[src/rtl/peak_scan_pkg.sv]
// Shared types for the peak scan controller: FSM state encoding and the
// index-width helper used to size bin index ports and counters.
package peak_scan_pkg;

  typedef enum logic [1:0] {
    IDLE   = 2'd0,
    SCAN   = 2'd1,
    COMMIT = 2'd2,
    DONE   = 2'd3
  } state_t;

  // Width of a bin index; a single-bin array still needs one bit.
  function automatic int IDX_W(input int samples);
    return (samples > 1) ? $clog2(samples) : 1;
  endfunction

endpackage

[src/rtl/bin_argmax_step.sv]
// One-bin-per-cycle running argmax: holds the current candidate and applies
// the mask skip and the strictly-greater rule so ties keep the lowest index.
module bin_argmax_step
  import peak_scan_pkg::*;
#(
  parameter int IW    = 5,
  parameter int WIDTH = 32
) (
  input  logic             clk,
  input  logic             i_reset_n,
  input  logic             i_clear,
  input  logic             i_en,
  input  logic             i_masked,
  input  logic [IW-1:0]    i_idx,
  input  logic [WIDTH-1:0] i_val,
  output logic [IW-1:0]    o_cand_idx,
  output logic [WIDTH-1:0] o_cand_val,
  output logic             o_cand_valid
);

  logic [IW-1:0]    r_cand_idx;
  logic [WIDTH-1:0] r_cand_val;
  logic             r_cand_valid;
  logic             w_take;

  // The first unmasked bin of a pass loads unconditionally.
  always_comb begin
    w_take = 1'b0;
    if (i_en && !i_masked) begin
      w_take = !r_cand_valid || (i_val > r_cand_val);
    end
  end

  always_ff @(posedge clk) begin
    if (!i_reset_n) begin
      r_cand_idx   <= '0;
      r_cand_val   <= '0;
      r_cand_valid <= 1'b0;
    end else if (i_clear) begin
      r_cand_idx   <= '0;
      r_cand_val   <= '0;
      r_cand_valid <= 1'b0;
    end else if (w_take) begin
      r_cand_idx   <= i_idx;
      r_cand_val   <= i_val;
      r_cand_valid <= 1'b1;
    end
  end

  assign o_cand_idx   = r_cand_idx;
  assign o_cand_val   = r_cand_val;
  assign o_cand_valid = r_cand_valid;

endmodule

[src/rtl/peak_scan_controller.sv]
// Finds the PEAKS largest bins of a snapshotted spectrum by repeated masked
// argmax passes, one bin per cycle, reporting them in descending order.
module peak_scan_controller
  import peak_scan_pkg::*;
#(
  parameter  int SAMPLES = 32,
  parameter  int WIDTH   = 32,
  parameter  int PEAKS   = 3,
  localparam int IW      = IDX_W(SAMPLES)
) (
  input  logic                           clk,
  input  logic                           reset,
  input  logic                           start,
  input  logic                           abort,
  input  logic [SAMPLES-1:0][WIDTH-1:0]  frequency_bins,
  output logic                           busy,
  output logic                           done,
  output logic [PEAKS-1:0][IW-1:0]       peak_index,
  output logic [PEAKS-1:0][WIDTH-1:0]    peak_value,
  output logic                           result_valid,
  output state_t                         debug_state
);

  localparam int CNT_W = $clog2(PEAKS + 1);

  // Handshake: start is a request accepted on a clock edge only when busy=0
  // and abort=0 (ready = !busy); frequency_bins is captured on that edge.
  // done pulses one cycle and result_valid then holds until the next accepted
  // start, an abort or reset.

  state_t                         r_state;
  state_t                         w_next_state;
  logic [SAMPLES-1:0][WIDTH-1:0]  r_snap;
  logic [SAMPLES-1:0]             r_mask;
  logic [IW-1:0]                  r_scan_idx;
  logic [CNT_W-1:0]               r_peak_cnt;
  logic [CNT_W-1:0]               w_peak_cnt_inc;
  logic [PEAKS-1:0][IW-1:0]       r_peak_index;
  logic [PEAKS-1:0][WIDTH-1:0]    r_peak_value;
  logic                           r_done;
  logic                           r_result_valid;

  logic                           w_accept;
  logic                           w_abort_hit;
  logic                           w_scan_en;
  logic                           w_cand_clear;
  logic                           w_commit;
  logic                           w_bin_masked;
  logic [WIDTH-1:0]               w_bin_val;
  logic [IW-1:0]                  w_cand_idx;
  logic [WIDTH-1:0]               w_cand_val;
  logic                           w_cand_valid;

  assign w_bin_masked   = r_mask[r_scan_idx];
  assign w_bin_val      = r_snap[r_scan_idx];
  assign w_peak_cnt_inc = r_peak_cnt + CNT_W'(1);

  bin_argmax_step #(
    .IW    (IW),
    .WIDTH (WIDTH)
  ) u_step (
    .clk          (clk),
    .i_reset_n    (reset),
    .i_clear      (w_cand_clear),
    .i_en         (w_scan_en),
    .i_masked     (w_bin_masked),
    .i_idx        (r_scan_idx),
    .i_val        (w_bin_val),
    .o_cand_idx   (w_cand_idx),
    .o_cand_val   (w_cand_val),
    .o_cand_valid (w_cand_valid)
  );

  always_comb begin
    w_next_state = r_state;
    w_accept     = 1'b0;
    w_abort_hit  = 1'b0;
    w_scan_en    = 1'b0;
    w_cand_clear = 1'b0;
    w_commit     = 1'b0;
    case (r_state)
      IDLE: begin
        if (start && !abort) begin
          w_accept     = 1'b1;
          w_cand_clear = 1'b1;
          w_next_state = SCAN;
        end
      end
      SCAN: begin
        if (abort) begin
          w_abort_hit  = 1'b1;
          w_cand_clear = 1'b1;
          w_next_state = IDLE;
        end else begin
          w_scan_en = 1'b1;
          if (r_scan_idx == IW'(SAMPLES - 1)) begin
            w_next_state = COMMIT;
          end
        end
      end
      COMMIT: begin
        w_cand_clear = 1'b1;
        if (abort) begin
          w_abort_hit  = 1'b1;
          w_next_state = IDLE;
        end else begin
          w_commit     = 1'b1;
          w_next_state = (w_peak_cnt_inc < CNT_W'(PEAKS)) ? SCAN : DONE;
        end
      end
      DONE: begin
        w_next_state = IDLE;
      end
      default: begin
        w_next_state = IDLE;
      end
    endcase
  end

  always_ff @(posedge clk) begin
    if (!reset) begin
      r_state <= IDLE;
      r_done  <= 1'b0;
    end else begin
      r_state <= w_next_state;
      r_done  <= (r_state == DONE);
    end
  end

  always_ff @(posedge clk) begin
    if (!reset) begin
      r_snap <= '0;
    end else if (w_accept) begin
      r_snap <= frequency_bins;
    end
  end

  // The scan index wraps to 0 naturally after the last bin of each pass.
  always_ff @(posedge clk) begin
    if (!reset) begin
      r_scan_idx <= '0;
    end else if (w_accept || w_abort_hit) begin
      r_scan_idx <= '0;
    end else if (w_scan_en) begin
      r_scan_idx <= r_scan_idx + IW'(1);
    end
  end

  always_ff @(posedge clk) begin
    if (!reset) begin
      r_mask     <= '0;
      r_peak_cnt <= '0;
    end else if (w_accept || w_abort_hit) begin
      r_mask     <= '0;
      r_peak_cnt <= '0;
    end else if (w_commit && w_cand_valid) begin
      r_mask[w_cand_idx] <= 1'b1;
      r_peak_cnt         <= w_peak_cnt_inc;
    end
  end

  always_ff @(posedge clk) begin
    if (!reset) begin
      r_peak_index <= '0;
      r_peak_value <= '0;
    end else if (w_commit && w_cand_valid) begin
      for (int p = 0; p < PEAKS; p++) begin
        if (r_peak_cnt == CNT_W'(p)) begin
          r_peak_index[p] <= w_cand_idx;
          r_peak_value[p] <= w_cand_val;
        end
      end
    end
  end

  always_ff @(posedge clk) begin
    if (!reset) begin
      r_result_valid <= 1'b0;
    end else if (w_accept || w_abort_hit) begin
      r_result_valid <= 1'b0;
    end else if (r_state == DONE) begin
      r_result_valid <= 1'b1;
    end
  end

  assign busy         = (r_state != IDLE);
  assign done         = r_done;
  assign peak_index   = r_peak_index;
  assign peak_value   = r_peak_value;
  assign result_valid = r_result_valid;
  assign debug_state  = r_state;

endmodule

[config.mk]
export PLATFORM = sky130hd
export DESIGN_NAME = peak_scan_controller
export DESIGN_NICKNAME = d
export VERILOG_FILES = /design/src/rtl/peak_scan_pkg.sv /design/src/rtl/bin_argmax_step.sv /design/src/rtl/peak_scan_controller.sv
export SDC_FILE = /design/constraint.sdc
export NUM_CORES = 2
export LEC_CHECK = 0
export CORE_AREA = 2 2 451 453
export DETAILED_ROUTE_END_ITERATION = 10
export DIE_AREA = 0 0 453 455
export HOLD_SLACK_MARGIN = 0.02
export PLACE_DENSITY = 0.52
export SETUP_SLACK_MARGIN = 0.3
export SLEW_MARGIN = 20
export SYNTH_ARGS = -nofsm -noshare
export SYNTH_HDL_FRONTEND = slang
export SYNTH_HIERARCHICAL = 1
export SYNTH_SLANG_ARGS = --single-unit
[constraint.sdc]
create_clock -name clk -period 8.25 [get_ports clk]
set_clock_uncertainty 0.15 [all_clocks]
set_input_delay 2.0625 -clock clk [delete_from_list [all_inputs] [get_ports clk]]
set_output_delay 2.0625 -clock clk [all_outputs]
set_load 0.01 [all_outputs]
==> results.tsv <==
stage	metric	value	unit
outcome	status	completed	
setup_path	reg2reg start	r_scan_idx[2]$_SDFFE_PP0P_	
logic_synthesis	syn_area_per_cell	8.41	sq um
sta	Final min period	5.83	ns
cts	clk buf depth	3	
setup_path	Worst Path Required	8.82	ns
power_and_ir_drop	Pleak	0.0230	uW
hold_path	worst hold endpoint	r_snap[798]$_SDFFE_PN0P_	
logic_synthesis	Post-Synth Simple-Gate Area	0.182	
cts	clk root buf	clkbuf_16	
drt	DR vias	47900	
drt	Final ANT Viol Nets	0	
cells_and_area	ratio of cells with drive above 1 in the final layout	0.0776	
cells_and_area	Synth-to-Final Area Change	35.5	%
cells_and_area	Fillers	20900	
logic_synthesis	Yosys warning count	6	
hold_path	hold path start	r_snap[798]$_SDFFE_PN0P_	
setup_path	crit path launch type	flop	
global_route	grt total ovfl	0	
logic_synthesis	Cell Area, Synth	51100	sq um
floorplanning	I/O pin cnt	1144	
floorplanning	Die Y	455	um
place	pre-CTS setup slack	2.26	ns
logic_synthesis	mux share of post-synthesis cell area	0.114	
cts	clk_lat worst skew	0.81	ns
hold_path	Hold Path Stages	2	
cts	Setup Buffers After CTS	0	
floorplanning	die width	453	um
hold_path	min-delay worst type	flop to flop	
setup_path	critical path type	flop to flop	
logic_synthesis	ys async rst share	0	
cells_and_area	most frequent cells in the layout	nand2_1, a21oi_1, dfxtp_1	
logic_synthesis	FF+latch count, synth	1216	
cts	post-CTS sizing	0	
cts	clock-pin slew on the worst setup and hold paths	0.06	ns
sta	Slew Viols, Final	0	
logic_synthesis	Post-Syn Instances	6075	
logic_synthesis	largest family of logic cells by synthesized area	simple AND/OR/NAND/NOR gates	
sta	final setup TNS	0	ns
cts	CTS H-Tree Depth	4	
setup_path	worst r2r dst	u_step/o_cand_idx[2]$_SDFFE_PP0P_	
logic_synthesis	sequential share of the synthesized area	0.476	
floorplanning	total core area	201000	sq um
sta	# setup viols final	0	
drt	Wirelength per Cell	26.6	um
cells_and_area	most common library cell in the layout ignoring fill and taps	nand2_1	
logic_synthesis	Post-Synth Adder-Cell Area	0.0108	
floorplanning	FP Rows	165	
setup_path	Worst Path Max Fanout	67	
cts	CTS tree	yes	
cells_and_area	nets	7994	
logic_synthesis	Synth Net Count	7147	
setup_path	CP startpoint	r_scan_idx[2]$_SDFFE_PP0P_	
logic_synthesis	compound-gate portion of the synthesized area	0.163	
setup_path	r2r setup slk	2.42	ns
floorplanning	Initial Utilization	0.254	
sta	f_max	171	MHz
sta	Slew headroom	0.222	
sta	setup ws final	2.42	ns
drt	routed vias/inst	4.92	
drt	Initial DRT Pass Iterations	6	
cells_and_area	Final Core Density	0.344	
global_route	pin count of the biggest net entering global routing	234	
drt	First DRT Iteration DRCs	4250	
drt	WL final	259000	um
sta	Final Hold Slack	0.300	ns
cts	TritonCTS Buffers	145	
global_route	first-pass GRT wire length	351000	um
setup_path	Arr. time, crit path	6.40	ns
place	Port Buffer Count	1143	
global_route	number of global-route vias before repair	46500	
global_route	GRT Overall Usage	0.240	
power_and_ir_drop	VDD IR max	226	uV
logic_synthesis	Cell variety after synth	59	
sta	Least-Margin Pin Slew	1.17	ns
drt	DRC viols	0	
sta	final period utilization	0.707	
logic_synthesis	Synth Flop Type	dfxtp_1	
setup_path	CP Capture Type	flop	
sta	RSZ-0062 raised after global routing	false	
floorplanning	die area	206000	sq um
global_route	antenna violations before repair	42	
sta	final hold vios	0	
setup_path	reg2reg path depth	12	
power_and_ir_drop	Power Density	219	nW/um^2
place	Post-DP HPWL	198000	um
cts	CTS Hold Bufs	0	
cts	clock sink count	1216	
logic_synthesis	Synth Area in XOR/XNOR	0.000686	
logic_synthesis	Post-synth EDFFs	0	
flow_run	max_cap viols	0	
place	Routability Congestion	0.914	
[cell type report]
class	count	area (sq um)	share of cell area
sequential	1216	24400	0.352
multi-input combinational	4311	24100	0.349
timing repair buffer	1206	12100	0.175
clock buffer	210	4220	0.0609
tap	2672	3340	0.0483
clock inverter	52	813	0.0117
inverter	42	165	0.00238
antenna	25	62.6	0.000903
[flip-flops by register name, indices dropped and copies added (netlist names)]
register             flops
r_snap                1024
result_valid             1
done                     1
r_scan_idx               5
peak_index              15
u_step/o_cand_val       32
u_step/o_cand_valid      1
peak_value              96
debug_state              2
u_step/o_cand_idx        5
r_mask                  32
r_peak_cnt               2
[cells by family (layout without fill, tap and decap cells)]
group / count (synthesis) / in the layout
xor+xnor: 4 / 4
mux: 334 / 334
fa+ha+maj: 44 / 44
compound gates: 1510 / 1510
simple gates: 2419 / 2419
buf+inv: 548 / 1510
other cells: 0 / 25
flops: 1216 / 1216
[worst max-delay path: stages, from the launching register on]
cell and delay [ns]:
dfxtp_4 0.92, buf_12 0.48, mux4_2 0.58, a22oi_1 0.73, a22oi_1 0.29, ha_1 0.39
a21o_1 0.19, a21oi_1 0.17, o221ai_1 0.24, o31ai_4 0.72, buf_4 0.42, nand3_1 0.12
a21boi_1 0.18
[worst max-delay path by stage]
stage,to
3_5_place_dp,u_step/o_cand_idx[4]$_SDFFE_PP0P_
5_1_grt,u_step/o_cand_idx[4]$_SDFFE_PP0P_
6_report,u_step/o_cand_idx[2]$_SDFFE_PP0P_
2_1_floorplan,u_step/o_cand_val[11]$_SDFFE_PP0P_
4_1_cts,u_step/o_cand_idx[3]$_SDFFE_PP0P_
3_3_place_gp,u_step/o_cand_val[0]$_SDFFE_PP0P_
[per-layer routing]
metal | vias to the layer above | part of all wire | global-route usage
li1 | 22300 | - | -
met1 | 23500 | 0.41 | 0.298
met2 | 1676 | 0.49 | 0.407
met3 | 381 | 0.054 | 0.0394
met4 | 14 | 0.045 | 0.108
met5 | - | 0.00035 | 0
[synth_stat cells, types with 3 or more instances]
cell	n	area, sq um
a21boi_1	37	278
nand2b_1	3	18.8
o221ai_1	34	298
and3b_1	5	43.8
mux2i_1	136	1360
dfxtp_1	1216	24300
buf_6	24	270
a21o_1	4	30.0
nand2_1	2280	8560
inv_1	42	158
nand4_1	4	25.0
a21oi_1	1216	6090
buf_4	28	210
clkbuf_1	197	739
nand2_2	3	18.8
nor3b_1	4	30.0
o21ai_2	22	193
nor2b_1	4	25.0
nor3_1	4	20.0
buf_2	237	1190
o21a_1	3	22.5
and2_1	4	25.0
a22oi_1	99	743
ha_1	44	551
bufbuf_8	3	56.3
mux4_2	197	4440
a211oi_1	34	255
and3_1	3	18.8
nand3_1	42	210
nand4_2	4	50.1
o21ai_1	16	80.1
o22ai_1	32	200
nor2_1	51	191
buf_1	14	52.6
[through the flow]
step                power [uW]  instance area, sq um  std cells
finish                   15200                 69300       9734
CTS                      15300                 69200       9708
global route             15700                 69200       9725
global placement          8450                 64100       9445
floorplan                 7410                 51100       6075
detailed placement        8460                 64100       9446
[where the power goes]
part / switching, uW / leakage, uW / internal [uW]
combinational: 1090 / 0.0106 / 869
clock: 2740 / 0.00246 / 4100
sequential: 213 / 0.00990 / 6160
Note: power is estimated with default switching activity, not from simulation.
